[src/rtl/pc_unit_mt.sv]
`default_nettype none
// +--------------------------------------------------------------------------+
// | Module      : pc_unit_mt                                                 |
// | Description : Multi-hart program counter with round-robin hart selection,|
// |               per-hart redirect and optional misaligned-redirect trap    |
// |               (enabled by defining PC_MISALIGN_TRAP_EN).                 |
// | Revision    : 1.0 - initial release                                      |
// +--------------------------------------------------------------------------+
module pc_unit_mt #(
   parameter int          XLEN         = 64,
   parameter int          NUM_HARTS    = 2,
   parameter logic [63:0] RESET_VECTOR = 64'd0,
   parameter logic [63:0] TRAP_VECTOR  = 64'h100,
   localparam int         HART_W       = (NUM_HARTS > 1) ? $clog2(NUM_HARTS) : 1
) (
   input  logic                 clk,
   input  logic                 reset,
   input  logic                 PCWrite,
   input  logic [NUM_HARTS-1:0] Hart_En,
   input  logic                 Redirect_Valid,
   input  logic [HART_W-1:0]    Redirect_Hart,
   input  logic [XLEN-1:0]      Redirect_PC,
   output logic [XLEN-1:0]      PC_Out,
   output logic [HART_W-1:0]    Hart_Out,
   output logic                 PC_Valid,
   output logic                 Misalign_Trap,
   output logic [HART_W-1:0]    Misalign_Hart
);

   localparam logic [XLEN-1:0]   c_reset_pc  = RESET_VECTOR[XLEN-1:0];
   localparam logic [XLEN-1:0]   c_trap_pc   = TRAP_VECTOR[XLEN-1:0];
   localparam logic [XLEN-1:0]   c_pc_step   = XLEN'(4);
   localparam logic [HART_W:0]   c_num_harts = (HART_W+1)'(NUM_HARTS);

   logic [XLEN-1:0]   r_pc [NUM_HARTS];
   logic [HART_W-1:0] r_hart;

   logic [XLEN-1:0]   w_pc_out;
   logic              w_pc_valid;
   logic              w_step;
   logic              w_redir_ok;
   logic              w_misaligned;
   logic [XLEN-1:0]   w_redir_target;
   logic [HART_W-1:0] w_next_hart;
   logic [HART_W-1:0] w_hi_hart;
   logic [HART_W-1:0] w_lo_hart;
   logic              w_hi_found;

   // Selected hart's PC and enable, muxed so out-of-range pointer codes read as zero
   always_comb begin
      w_pc_out   = '0;
      w_pc_valid = 1'b0;
      for (int h = 0; h < NUM_HARTS; h++) begin
         if (r_hart == HART_W'(h)) begin
            w_pc_out   = r_pc[h];
            w_pc_valid = Hart_En[h];
         end
      end
   end

   // Next enabled hart above the current one, else the lowest enabled hart overall
   always_comb begin
      w_hi_hart  = r_hart;
      w_lo_hart  = r_hart;
      w_hi_found = 1'b0;
      for (int h = NUM_HARTS - 1; h >= 0; h--) begin
         if (Hart_En[h]) begin
            w_lo_hart = HART_W'(h);
            if (HART_W'(h) > r_hart) begin
               w_hi_hart  = HART_W'(h);
               w_hi_found = 1'b1;
            end
         end
      end
      if (w_hi_found) begin
         w_next_hart = w_hi_hart;
      end else if (|Hart_En) begin
         w_next_hart = w_lo_hart;
      end else begin
         w_next_hart = r_hart;
      end
   end

   assign w_step       = PCWrite & w_pc_valid;
   assign w_redir_ok   = Redirect_Valid & ({1'b0, Redirect_Hart} < c_num_harts);
   assign w_misaligned = (Redirect_PC[1:0] != 2'b00);

`ifdef PC_MISALIGN_TRAP_EN
   logic              r_trap;
   logic [HART_W-1:0] r_trap_hart;

   assign w_redir_target = w_misaligned ? c_trap_pc : Redirect_PC;

   always_ff @(posedge clk) begin
      if (reset) begin
         r_trap      <= 1'b0;
         r_trap_hart <= '0;
      end else begin
         r_trap <= w_redir_ok & w_misaligned;
         if (w_redir_ok && w_misaligned) begin
            r_trap_hart <= Redirect_Hart;
         end
      end
   end

   assign Misalign_Trap = r_trap;
   assign Misalign_Hart = r_trap_hart;
`else
   logic w_unused_trap;

   // Misaligned targets are silently rounded down to a word boundary
   assign w_redir_target = {Redirect_PC[XLEN-1:2], 2'b00};
   assign w_unused_trap  = ^{c_trap_pc, w_misaligned};
   assign Misalign_Trap  = 1'b0;
   assign Misalign_Hart  = '0;
`endif

   // Redirect has priority over the sequential step for the same hart
   always_ff @(posedge clk) begin
      if (reset) begin
         for (int h = 0; h < NUM_HARTS; h++) begin
            r_pc[h] <= c_reset_pc;
         end
         r_hart <= '0;
      end else begin
         for (int h = 0; h < NUM_HARTS; h++) begin
            if (w_redir_ok && (Redirect_Hart == HART_W'(h))) begin
               r_pc[h] <= w_redir_target;
            end else if (w_step && (r_hart == HART_W'(h))) begin
               r_pc[h] <= r_pc[h] + c_pc_step;
            end
         end
         if (PCWrite) begin
            r_hart <= w_next_hart;
         end
      end
   end

   assign PC_Out   = w_pc_out;
   assign Hart_Out = r_hart;
   assign PC_Valid = w_pc_valid;

endmodule
`default_nettype wire
[config.mk]
export PLATFORM = sky130hd
export DESIGN_NAME = pc_unit_mt
export DESIGN_NICKNAME = d
export VERILOG_FILES = /design/src/rtl/pc_unit_mt.sv
export SDC_FILE = /design/constraint.sdc
export NUM_CORES = 1
export LEC_CHECK = 0
export BUFFER_PORTS_ARGS = -buffer_cell sky130_fd_sc_hd__buf_2
export CAP_MARGIN = 20
export CORE_UTILIZATION = 45
export DETAILED_ROUTE_END_ITERATION = 8
export GPL_ROUTABILITY_DRIVEN = 0
export PLACE_DENSITY = 0.7
export SLEW_MARGIN = 20
export SYNTH_ARGS = -nofsm -noshare
export SYNTH_HDL_FRONTEND = slang
export SYNTH_SLANG_ARGS = --single-unit
[constraint.sdc]
create_clock -name clk -period 17.2 [get_ports clk]
set_clock_uncertainty 0.05 [all_clocks]
set_input_delay 0.86 -clock clk [delete_from_list [all_inputs] [get_ports clk]]
set_output_delay 0.86 -clock clk [all_outputs]
set_load 0.05 [all_outputs]
==> metrics.md <==
| Metric | Value |
|---|---|
| Fill cell count | `1630` |
| Compound-cell area share of the yosys netlist | `8.32%` |
| FMAX | `318 MHz` |
| Routed Antenna Nets | `0` |
| Starting Density | `46.5%` |
| Post-DP HPWL | `14900 um` |
| Worst path cell trace | `buf_4 > mux2_2 > buf_2` |
| Syn Inst Count | `883` |
| Number of global-route vias before repair | `6998` |
| RSZ-0062 raised after global routing | `false` |
| Worst r2r src | `r_pc[1][9]` |
| Mean Syn Cell Area | `9.56 um2` |
| Slew @ Worst Pin | `1.06 ns` |
| Setup violators final | `0` |
| Layout cell share with drive strength beyond 1 | `24.8%` |
| Total GRT Usage | `23.8%` |
| Post-route DRC violation count | `0` |
| GR Overflow Total | `0` |
| Die footprint | `19300 um2` |
| Largest net degree at the start of global routing | `87` |
| Main combinational cell family by area after synthesis | `simple AND/OR/NAND/NOR gates` |
| Crit share post-route | `18.3%` |
| Simple-gate area share of the yosys netlist | `23.1%` |
| Cell variety after synth | `41` |
| Initial antenna violation count | `2` |
| Input/output buffers | `132` |
| Finished Layout Cells | `1232` |
| Drt pass-1 iters | `7` |
| Crit path required time | `16.29 ns` |
| CP bufs+invs | `2` |
| Hold_sp | `r_pc[0][45]` |
| DP Worst Slack | `13.74 ns` |
| Largest stage delay, worst path | `0.78 ns` |
| Clock sinks | `125` |
| Post-Syn Area | `8440 um2` |
| Adder-Cell Fraction of Synth Area | `0.297%` |
| Total vias in the final route | `7126` |
| CTS H-tree lvls | `4` |
| Via density | `5.78` |
| Post-route cell area | `9760 um2` |
| CTS resizes | `0` |
| Slowest CP cell | `buf_4` |
| Num CTS Buffers | `17` |
| First-pass GRT wire length | `36000 um` |
| Worst setup margin | `14.06 ns` |
| CP max FO | `69` |
| Clock Pin Slew Worst Setup and Hold Paths | `0.06 ns` |
| Pwr per Cell Area | `93.2 nW/um2` |
| # hold bufs at CTS | `0` |
| Routed WL | `22500 um` |
| Site row count | `49` |
| Worst Setup Start Kind | `flop` |
| Min-delay worst type | `flop to flop` |
| Mux cell area share after synthesis | `8.41%` |
| FF+latch count, synth | `125` |
| CTS root buffer | `clkbuf_16` |
| Hold slack | `0.628 ns` |
| Slew Limit Fails | `0` |
| Wirelength per Cell | `18.3 um` |
| CTS tree | `done` |
| Worst skew pair latency | `0.42 ns` |
| Synth Area in XOR/XNOR | `12.1%` |
| Worst Path Class, Setup | `flop to primary output` |
| Die height | `139 um` |
| Crit path capture type | `primary output` |
| Top Family by Delay on Critical Path | `buffers and inverters` |
| Initial DRC count | `548` |
| Total negative slack | `0 ns` |
| Core Footprint | `18100 um2` |
| VDD IR max | `77.3 uV` |
| Clock Tree Buf Depth | `2` |
| Die span in x | `139 um` |
| Worst EP arrival | `2.23 ns` |
| Setup Buffers After CTS | `0` |
| Area Growth Syn to Fin | `15.7%` |
| Hold Vio Cnt, Final | `0` |
| Max-Cap Viols | `0` |
| Rel. slew slack | `29.2%` |
| Tmin final | `3.14 ns` |
| R2R Setup Slk | `14.31 ns` |
| Nets@finish | `1062` |
| Leakage | `3.45 nW` |
| Status | `completed` |
| DP Area | `9240 um2` |
| I/O pin count | `139` |
| Yosys warns | `0` |
| Register area share after synthesis | `44.4%` |
| Dpl cells | `1199` |
| Worst Setup SP | `Hart_Out` |
==> flip-flops by register name, indices dropped and copies added (netlist names) <==
signal    count
r_pc        124
Hart_Out      1
==> final timing paths <==
kind | to | cells after the start
hold / removal | r_pc[0][45] | 2
setup reg to reg | r_pc[1][63] | 6
setup / recovery | PC_Out[63] | 3
hold reg to reg | r_pc[0][45] | 2
==> worst min-delay path, cell delays in order (launching register included) <==
cell,delay (ns)
edfxtp_1,0.38
xor2_1,0.08
o21ai_1,0.10
==> cells by family (layout without fill, tap and decap cells) <==
| family | after synthesis | after routing |
|---|---|---|
| simple gates | 374 | 374 |
| fa+ha+maj | 2 | 2 |
| flops | 125 | 125 |
| xor+xnor | 117 | 117 |
| other cells | 1 | 5 |
| mux | 63 | 63 |
| compound gates | 133 | 133 |
| buf+inv | 68 | 184 |
==> through the flow <==
stage | power [W] | utilization (%)
after detailed placement | 0.000591 | 50.9
after global placement | 0.000589 | 50.9
final | 0.000910 | 53.8
after CTS | 0.000913 | 53.8
after floorplan | 0.000541 | -
after global routing | 0.000942 | 53.8
==> placed cells by master, fill, tap and decap left out, types with 4 or more instances in the layout <==
master	instances
and2_1	5
nor4_1	6
buf_4	8
nand4_1	34
edfxtp_1	124
xor2_1	54
inv_1	12
o21ai_1	13
nor3_1	18
clkinv_1	5
and4_1	10
and3_1	15
buf_2	132
nor2_1	60
nand3_1	151
clkbuf_16	17
a21oi_1	7
a211oi_1	11
or2_2	4
conb_1	4
xnor2_1	63
mux2_2	63
clkinv_2	6
o21ai_0	98
nand2_1	52
==> per-layer routing <==
| layer | vias to the layer above | track usage (%) | wire length [um] |
|---|---|---|---|
| li1 | 3463 | - | - |
| met1 | 3383 | 31.4 | 10000 |
| met2 | 257 | 39.5 | 10800 |
| met3 | 21 | 5.04 | 1420 |
| met4 | 2 | 6.26 | 261 |
| met5 | - | 0 | 13 |
==> synthesized netlist by cell type, drive strengths merged <==
cell type	instances	area share (%)
and2	5	0.37
o21ai	112	6.6
or3	3	0.22
nand3	152	9.1
and4	10	1.0
conb	1	0.044
nor4	9	0.99
inv	12	0.53
a31oi	1	0.074
and3	15	1.1
edfxtp	124	44
buf	14	0.96
or4	1	0.13
nand2	54	2.4
nor3b	1	0.089
mux2	63	8.4
and4bb	1	0.15
xnor2	63	6.5
xor2	54	5.6
nor2	61	2.7
ha	2	0.30
nor3	21	1.6
clkbuf	42	1.9
a21oi	7	0.42
dfxtp	1	0.24
a31o	1	0.10
or2	5	0.37
nand4	36	2.8
a211oi	11	0.98
a311oi	1	0.10
==> where the power goes <==
part,internal [W],switching [W]
Clock,0.000194,0.000129
Combinational,0.0000579,0.000126
Sequential,0.000370,0.0000333
==> layout make-up <==
class                      count  area, um2  share of cell area, %
timing repair buffer         140        721                   7.38
multi-input combinational    693       4450                   45.5
inverter                      12       45.0                  0.461
antenna                        1       2.50                 0.0256
sequential                   125       3740                   38.4
clock inverter                12       78.8                  0.808
tap                          229        287                   2.94
clock buffer                  20        437                   4.47
Power figures use the tool's default switching activity.
